`src/rtl/fp_mul_seq.sv`:
```
// ----------------------------------------------------------------------------
// fp_mul_seq
//   Issue/completion sequencer between the ALU execute stage and a multi-cycle
//   FP32 multiply core. Special operands and out-of-range exponents are
//   answered locally in one cycle. Normal operands are handed to the core.
//   The core's exponent is re-biased before the tagged result is held for
//   writeback.
//
// Ports
//   i_clk, i_rst_n        clock, synchronous active-low reset
//   i_valid / o_ready     request handshake from execute stage
//   i_a, i_b, i_tag       FP32 operands and destination tag
//   o_valid / i_ready     result handshake to writeback
//   o_result, o_tag       FP32 product and its tag
//   o_err                 core timed out (qualified by o_valid)
//   o_mul_valid           one-cycle start pulse to the core
//   o_mul_a, o_mul_b      operands to the core, stable until the next accept
//   i_mul_valid           core done level (stays high until the next start)
//   i_mul_result          core product, exponent not yet re-biased
// ----------------------------------------------------------------------------
module fp_mul_seq #(
    parameter int unsigned TIMEOUT = 31,
    parameter int unsigned TAG_W   = 5
) (
    input  logic             i_clk,
    input  logic             i_rst_n,
    input  logic             i_valid,
    output logic             o_ready,
    input  logic [31:0]      i_a,
    input  logic [31:0]      i_b,
    input  logic [TAG_W-1:0] i_tag,
    output logic             o_valid,
    input  logic             i_ready,
    output logic [31:0]      o_result,
    output logic [TAG_W-1:0] o_tag,
    output logic             o_err,
    output logic             o_mul_valid,
    output logic [31:0]      o_mul_a,
    output logic [31:0]      o_mul_b,
    input  logic             i_mul_valid,
    input  logic [31:0]      i_mul_result
);

    localparam logic [31:0] QNAN    = 32'h7FC0_0000;
    localparam logic [4:0]  TO_LAST = 5'(TIMEOUT - 1);

    typedef enum logic [1:0] {
        ST_IDLE,
        ST_WAIT,
        ST_RESP
    } state_e;

    state_e             state_q;
    logic               valid_q;
    logic               mul_valid_q;
    logic               err_q;
    logic [31:0]        result_q;
    logic [TAG_W-1:0]   tag_q;
    logic [31:0]        mul_a_q;
    logic [31:0]        mul_b_q;
    logic               seen_low_q;
    logic [4:0]         cnt_q;
    logic               sign_q;
    logic signed [9:0]  exp_q;     // predicted biased exponent a_exp + b_exp - 127
    logic [7:0]         sum_q;     // (a_exp + b_exp) mod 256, as the core reports it

    // Operand screening, evaluated on the live request.
    logic [7:0]         a_exp, b_exp;
    logic               a_nan, b_nan, a_inf, b_inf, a_zero, b_zero;
    logic               sign_d;
    logic signed [9:0]  exp_d;
    logic               fast_d;
    logic [31:0]        fast_res_d;

    // Completion path, evaluated on the core's result.
    logic [7:0]         carry_d;
    logic signed [9:0]  fin_exp_d;
    logic [31:0]        slow_res_d;

    // The core's sign bit is redundant with sign_q.
    logic               unused_core_sign;
    assign unused_core_sign = i_mul_result[31];

    assign a_exp  = i_a[30:23];
    assign b_exp  = i_b[30:23];
    assign a_nan  = (a_exp == 8'hFF) && (i_a[22:0] != 23'd0);
    assign b_nan  = (b_exp == 8'hFF) && (i_b[22:0] != 23'd0);
    assign a_inf  = (a_exp == 8'hFF) && (i_a[22:0] == 23'd0);
    assign b_inf  = (b_exp == 8'hFF) && (i_b[22:0] == 23'd0);
    assign a_zero = (a_exp == 8'h00);   // denormals are flushed to zero
    assign b_zero = (b_exp == 8'h00);
    assign sign_d = i_a[31] ^ i_b[31];
    assign exp_d  = $signed({2'b00, a_exp}) + $signed({2'b00, b_exp}) - 10'sd127;

    // NOTE: every always_comb output gets a default first, so no path can infer a latch.
    always_comb begin
        fast_d     = 1'b1;
        fast_res_d = QNAN;
        if (a_nan || b_nan) begin
            fast_res_d = QNAN;
        end else if ((a_inf && b_zero) || (b_inf && a_zero)) begin
            fast_res_d = QNAN;
        end else if (a_inf || b_inf) begin
            fast_res_d = {sign_d, 8'hFF, 23'd0};
        end else if (a_zero || b_zero) begin
            fast_res_d = {sign_d, 31'd0};
        end else if (exp_d >= 10'sd255) begin
            fast_res_d = {sign_d, 8'hFF, 23'd0};
        end else if (exp_d <= 10'sd0) begin
            fast_res_d = {sign_d, 31'd0};
        end else begin
            fast_d = 1'b0;
        end
    end

    // The core reports a_exp + b_exp (+1 if its mantissa normalised up) in
    // 8 bits; the difference to the latched sum recovers that carry.
    assign carry_d    = i_mul_result[30:23] - sum_q;
    assign fin_exp_d  = exp_q + $signed({2'b00, carry_d});
    assign slow_res_d = (fin_exp_d == 10'sd255) ? {sign_q, 8'hFF, 23'd0}
                                                : {sign_q, fin_exp_d[7:0], i_mul_result[22:0]};

    // NOTE: the reset branch covers every register, so a reset mid-operation
    // leaves nothing behind that could surface as a stale result.
    always_ff @(posedge i_clk) begin
        if (!i_rst_n) begin
            state_q     <= ST_IDLE;
            valid_q     <= 1'b0;
            mul_valid_q <= 1'b0;
            err_q       <= 1'b0;
            result_q    <= 32'd0;
            tag_q       <= '0;
            mul_a_q     <= 32'd0;
            mul_b_q     <= 32'd0;
            seen_low_q  <= 1'b0;
            cnt_q       <= 5'd0;
            sign_q      <= 1'b0;
            exp_q       <= 10'sd0;
            sum_q       <= 8'd0;
        end else begin
            // NOTE: non-blocking assignments throughout; this default makes the start a single-cycle pulse.
            mul_valid_q <= 1'b0;
            unique case (state_q)
                ST_IDLE: begin
                    if (i_valid) begin
                        tag_q   <= i_tag;
                        mul_a_q <= i_a;
                        mul_b_q <= i_b;
                        sign_q  <= sign_d;
                        exp_q   <= exp_d;
                        sum_q   <= a_exp + b_exp;
                        err_q   <= 1'b0;
                        if (fast_d) begin
                            result_q <= fast_res_d;
                            valid_q  <= 1'b1;
                            state_q  <= ST_RESP;
                        end else begin
                            mul_valid_q <= 1'b1;
                            seen_low_q  <= 1'b0;
                            cnt_q       <= 5'd0;
                            state_q     <= ST_WAIT;
                        end
                    end
                end
                ST_WAIT: begin
                    // A level still high from the previous operation must
                    // drop once before it can count as completion.
                    if (!i_mul_valid) begin
                        seen_low_q <= 1'b1;
                    end
                    if (i_mul_valid && seen_low_q) begin
                        result_q <= slow_res_d;
                        valid_q  <= 1'b1;
                        state_q  <= ST_RESP;
                    end else if (cnt_q == TO_LAST) begin
                        result_q <= QNAN;
                        err_q    <= 1'b1;
                        valid_q  <= 1'b1;
                        state_q  <= ST_RESP;
                    end else begin
                        cnt_q <= cnt_q + 5'd1;
                    end
                end
                ST_RESP: begin
                    if (i_ready) begin
                        valid_q <= 1'b0;
                        state_q <= ST_IDLE;
                    end
                end
                default: state_q <= ST_IDLE;
            endcase
        end
    end

    assign o_ready     = (state_q == ST_IDLE);
    assign o_valid     = valid_q;
    assign o_result    = result_q;
    assign o_tag       = tag_q;
    assign o_err       = err_q;
    assign o_mul_valid = mul_valid_q;
    assign o_mul_a     = mul_a_q;
    assign o_mul_b     = mul_b_q;

endmodule

```
`config.mk`:
```
export PLATFORM = sky130hd
export DESIGN_NAME = fp_mul_seq
export DESIGN_NICKNAME = d
export VERILOG_FILES = /design/src/rtl/fp_mul_seq.sv
export SDC_FILE = /design/constraint.sdc
export NUM_CORES = 1
export LEC_CHECK = 0
export CAP_MARGIN = 20
export CORE_MARGIN = 3
export CORE_UTILIZATION = 37
export DETAILED_ROUTE_END_ITERATION = 16
export HOLD_SLACK_MARGIN = 0.06
export PLACE_DENSITY_LB_ADDON = 0.3
export SLEW_MARGIN = 20
export SYNTH_ARGS = -nofsm -noshare
export SYNTH_HDL_FRONTEND = slang
export SYNTH_SLANG_ARGS = --single-unit
```
`constraint.sdc`:
```
create_clock -name i_clk -period 6.5 [get_ports i_clk]
set_clock_uncertainty 0.2 [all_clocks]
set_input_delay 1.625 -clock i_clk [delete_from_list [all_inputs] [get_ports i_clk]]
set_output_delay 1.625 -clock i_clk [all_outputs]
set_load 0.02 [all_outputs]
```
==> reports/qor_table.md <==
| Quantity | This run |
| --- | --- |
| Outcome | completed |
| Clock Root Buffer | sky130_fd_sc_hd__clkbuf_16 |
| Critical setup path kind | input port to flop |
| Antenna Violating Nets Remaining | 0 |
| Synth warn | 0 |
| GR Util All Layers | 19.1% |
| Total grt overflow | 0 |
| VDD IR-drop max | 194 uV |
| Critical R2R Capture | o_result[17] |
| Synth-to-Final Area Change | 45.3% |
| Global-route wire length before repair | 28000 um |
| Reported net switching power | 0.844 mW |
| Detailed-route vias per instance | 4.96 |
| Cell internal power dissipation | 1.77 mW |
| Gate Count Post-Synth | 760 |
| Setup crit end kind | flop |
| Total power density per cell area | 289 nW/um^2 |
| GRT Max-Usage Layer | met2 |
| Met1 layer usage reported by global route | 23.2% |
| Initial standard-cell utilization of the core | 38.5% |
| Slew at the pin closest to its max-slew limit | 0.973 ns |
| Die outline width | 136 um |
| I/O pin total | 211 |
| Fraction of met3 tracks used by global routing | 7.10% |
| Reg2reg start | sum_q[1] |
| Weighted congestion reported at the end of routability-driven placement | 0.865 |
| Final setup violation count | 0 |
| Clock Sink Count | 131 |
| Final number of hold-violating endpoints | 0 |
| Sequential power share | 35.4% |
| Worst min path class | flop to flop |
| Clock buffer count from CTS | 17 |
| Total non-filler cell area in the finished layout | 9050 um^2 |
| Post-synthesis instance area | 6230 um^2 |
| Clock latency of the later-clocked register in the worst-skew pair | 0.41 ns |
| Standard-cell row count | 46 |
| Gates resized, CTS repair | 0 |
| Nets | 1101 |
| Switching part of the total power | 32.3% |
| # placed instances | 1150 |
| Crit. Startpoint | i_mul_result[24] |
| Leakage power total | 3.48 nW |
| Cell area reported after detailed placement | 8460 um^2 |
| Minimum clock period after layout | 5.67 ns |
| Required time of the critical path | 6.60 ns |
| Buffer count from post-CTS setup fixing | 0 |
| Hold Buf Count CTS | 0 |
| DIE HEIGHT | 136 um |
| Number of global-route vias before repair | 5670 |
| Post-place setup slack | 0.378 ns |
| Setup crit end | o_result[17] |
| Number of maximum-capacitance violations | 0 |
| Average size of a mapped cell | 8.20 um^2 |
| Critical path data arrival time | 5.77 ns |
| EDFF count, synth | 0 |
| Number of distinct library cells after synthesis | 55 |
| Number of port buffers | 209 |
| Seq cells post-synth | 131 |
| Post-detailed-placement half-perimeter wirelength | 12800 um |
| Final Slew Violations | 0 |
| Met2 usage | 31.0% |
| Setup repair after global routing missed its margin | no |
| Number of vias after detailed routing | 5857 |
| Non-filler cells, final | 1182 |
| Layout cell share with drive strength beyond 1 | 4.97% |
| Total Die Area | 18400 um^2 |
| Post-detailed-route wirelength per cell | 15.0 um |
| Biggest fanout along the worst timing path | 22 |
| Most common flop cell mapped by yosys | sky130_fd_sc_hd__dfxtp_1 |
| Max Clk Rate | 0.176 GHz |
| Sequential share of the synthesized area | 42.1% |
| Depth of the worst register-to-register path | 18 |
| Nets in the synthesized netlist | 908 |
| Antenna violations before repair | 0 |
| Area inside the core boundary | 16200 um^2 |
| Total negative slack for setup checks | 0 ns |
| Clock network power share | 36.0% |
| Share of async-settable or async-resettable flops after synthesis | 0% |
| Overall routed net length | 17700 um |
| Share of power burned in combinational logic | 28.7% |
| Launching element type of the critical path | input port |
| Max-slew headroom at the worst pin | 35.1% |
| H-tree Lvls | 4 |
| Clock tree from TritonCTS | yes |
| R2R setup slack | 2.04 ns |
| Tcrit/Tclk final | 87.2% |
| DRC violation count after routing | 0 |
| First-iteration detailed-routing DRC count | 258 |
| Iteration count of the initial detailed-routing pass | 4 |
| Pin count of the biggest net entering global routing | 91 |
| Worst setup margin | 0.832 ns |
| ANT cells | 0 |
| CTS Buffer Depth | 2 |
| Clk slew on worst S/H paths | 0.06 ns |
| Overall power after layout | 2.61 mW |
[cells in the final DEF, fill, tap and decap left out, types with 2 or more instances in the layout]
cell	instances
sky130_fd_sc_hd__inv_1	45
sky130_fd_sc_hd__clkbuf_8	3
sky130_fd_sc_hd__clkbuf_16	17
sky130_fd_sc_hd__nor2_1	40
sky130_fd_sc_hd__a21o_1	4
sky130_fd_sc_hd__fa_1	9
sky130_fd_sc_hd__inv_6	3
sky130_fd_sc_hd__nand2b_1	7
sky130_fd_sc_hd__xor2_1	14
sky130_fd_sc_hd__and3_1	2
sky130_fd_sc_hd__a311o_1	2
sky130_fd_sc_hd__buf_4	3
sky130_fd_sc_hd__nand2_1	182
sky130_fd_sc_hd__o2111ai_1	2
sky130_fd_sc_hd__a211oi_1	6
sky130_fd_sc_hd__nand4_1	9
sky130_fd_sc_hd__a311oi_1	2
sky130_fd_sc_hd__clkdlybuf4s50_1	209
sky130_fd_sc_hd__nor4_1	14
sky130_fd_sc_hd__a22o_1	22
sky130_fd_sc_hd__or4b_1	2
sky130_fd_sc_hd__o21bai_1	3
sky130_fd_sc_hd__a21oi_1	91
sky130_fd_sc_hd__ha_1	33
sky130_fd_sc_hd__nor2b_1	6
sky130_fd_sc_hd__o211ai_1	2
sky130_fd_sc_hd__dfxtp_1	131
sky130_fd_sc_hd__and2_4	2
sky130_fd_sc_hd__clkinvlp_4	6
sky130_fd_sc_hd__nor3_1	6
sky130_fd_sc_hd__o21ai_1	10
sky130_fd_sc_hd__or3_1	3
sky130_fd_sc_hd__o21ai_0	15
sky130_fd_sc_hd__xnor2_1	12
sky130_fd_sc_hd__nor3b_1	2
sky130_fd_sc_hd__nand3_1	16
sky130_fd_sc_hd__a31oi_1	5
sky130_fd_sc_hd__nand3b_1	2
[per-layer routing]
| layer | routed length (um) | share of wire [%] |
|---|---|---|
| met4 | 483 | 2.7 |
| met5 | 0 | 0 |
| met3 | 1400 | 7.9 |
| met2 | 8260 | 47 |
| met1 | 7580 | 43 |
[kinds of logic after synthesis]
group                      synth area share [%]
adders and majority gates                  9.52
AOI/OAI and AO/OA                          18.2
buffers and inverters                      5.40
and+or+nand+nor                            20.9
DFF                                        42.1
xor gates and xnor gates                   3.92
[power by group through the flow]
stage / logic [mW] / registers, mW / clock network [mW]
after floorplan: 0.404 / 1.00 / 0
after global placement: 0.745 / 0.938 / 0
after detailed placement: 0.751 / 0.941 / 0
after CTS: 0.757 / 0.925 / 0.961
after global routing: 0.834 / 0.934 / 0.996
final: 0.750 / 0.924 / 0.940
[per-stage QoR]
step                      utilization [%]  hold slack (ns)
after floorplan                         -            0.232
after global placement               52.3            0.240
after detailed placement             52.3            0.246
after CTS                            56.0            0.253
after global routing                 56.0            0.274
final                                56.0            0.251
[flip-flops by register name, summed over array words and instances (netlist names), 2 cells and up]
signal	flops
sum_q	8
o_mul_a	32
exp_q	10
o_mul_b	32
state_q	2
cnt_q	5
o_result	32
o_tag	5
[synth_stat cells (all sizes together) (2+ instances only)]
cell type | number | share of area (%)
nand2 | 183 | 11
dfxtp | 131 | 42
a21oi | 91 | 7.3
inv | 46 | 2.8
nor2 | 40 | 2.4
ha | 33 | 6.6
clkbuf | 30 | 1.8
o21ai | 26 | 2.1
a22o | 22 | 3.1
nand3 | 16 | 1.3
nor4 | 15 | 1.6
xor2 | 15 | 2.2
xnor2 | 12 | 1.7
fa | 9 | 2.9
nand4 | 9 | 0.90
buf | 8 | 0.82
a211oi | 7 | 0.92
nand2b | 7 | 0.70
nor3 | 7 | 0.56
nor2b | 6 | 0.60
a31oi | 5 | 0.50
a21o | 4 | 0.48
a311oi | 3 | 0.52
o21bai | 3 | 0.36
or3 | 3 | 0.30
a311o | 2 | 0.32
and2 | 2 | 0.24
and3 | 2 | 0.20
nand3b | 2 | 0.24
nor3b | 2 | 0.24
o2111ai | 2 | 0.28
o211ai | 2 | 0.24
o41ai | 2 | 0.58
or4b | 2 | 0.32
[worst min-delay path by stage]
stage | to | from | slack (ns) | depth (start not counted)
2_1_floorplan | sum_q[2] | sum_q[2] | 0.23 | 2
3_3_place_gp | sum_q[3] | sum_q[3] | 0.24 | 2
3_5_place_dp | o_mul_b[23] | o_mul_b[23] | 0.25 | 2
4_1_cts | o_mul_b[23] | o_mul_b[23] | 0.25 | 2
5_1_grt | o_mul_b[16] | o_mul_b[16] | 0.27 | 2
6_report | o_mul_b[31] | o_mul_b[31] | 0.25 | 2
[critical path, cell delays in order]
cell and delay (ns):
sky130_fd_sc_hd__clkdlybuf4s50_1 0.44, sky130_fd_sc_hd__ha_1 0.30, sky130_fd_sc_hd__nor2b_1 0.13, sky130_fd_sc_hd__o21ai_0 0.15, sky130_fd_sc_hd__nand2b_1 0.11, sky130_fd_sc_hd__a21o_1 0.18
sky130_fd_sc_hd__a21o_1 0.19, sky130_fd_sc_hd__a21o_1 0.18, sky130_fd_sc_hd__a21oi_1 0.17, sky130_fd_sc_hd__xnor2_1 0.14, sky130_fd_sc_hd__ha_1 0.28, sky130_fd_sc_hd__a2111oi_0 0.37
sky130_fd_sc_hd__a21oi_1 0.08, sky130_fd_sc_hd__or4b_1 0.52, sky130_fd_sc_hd__nor4_2 0.37, sky130_fd_sc_hd__nor3_2 0.07, sky130_fd_sc_hd__buf_4 0.21, sky130_fd_sc_hd__a22o_1 0.25
[final cells by class]
class | count | area (um^2)
repair buffers | 212 | 2110
clock inverters | 12 | 121
multi-input cells | 545 | 3290
fillers | 1494 | 7120
well taps | 216 | 270
inverters | 46 | 173
clock buffers | 20 | 467
flip-flops and latches | 131 | 2620
No activity file was read; power rests on OpenSTA's default activity.
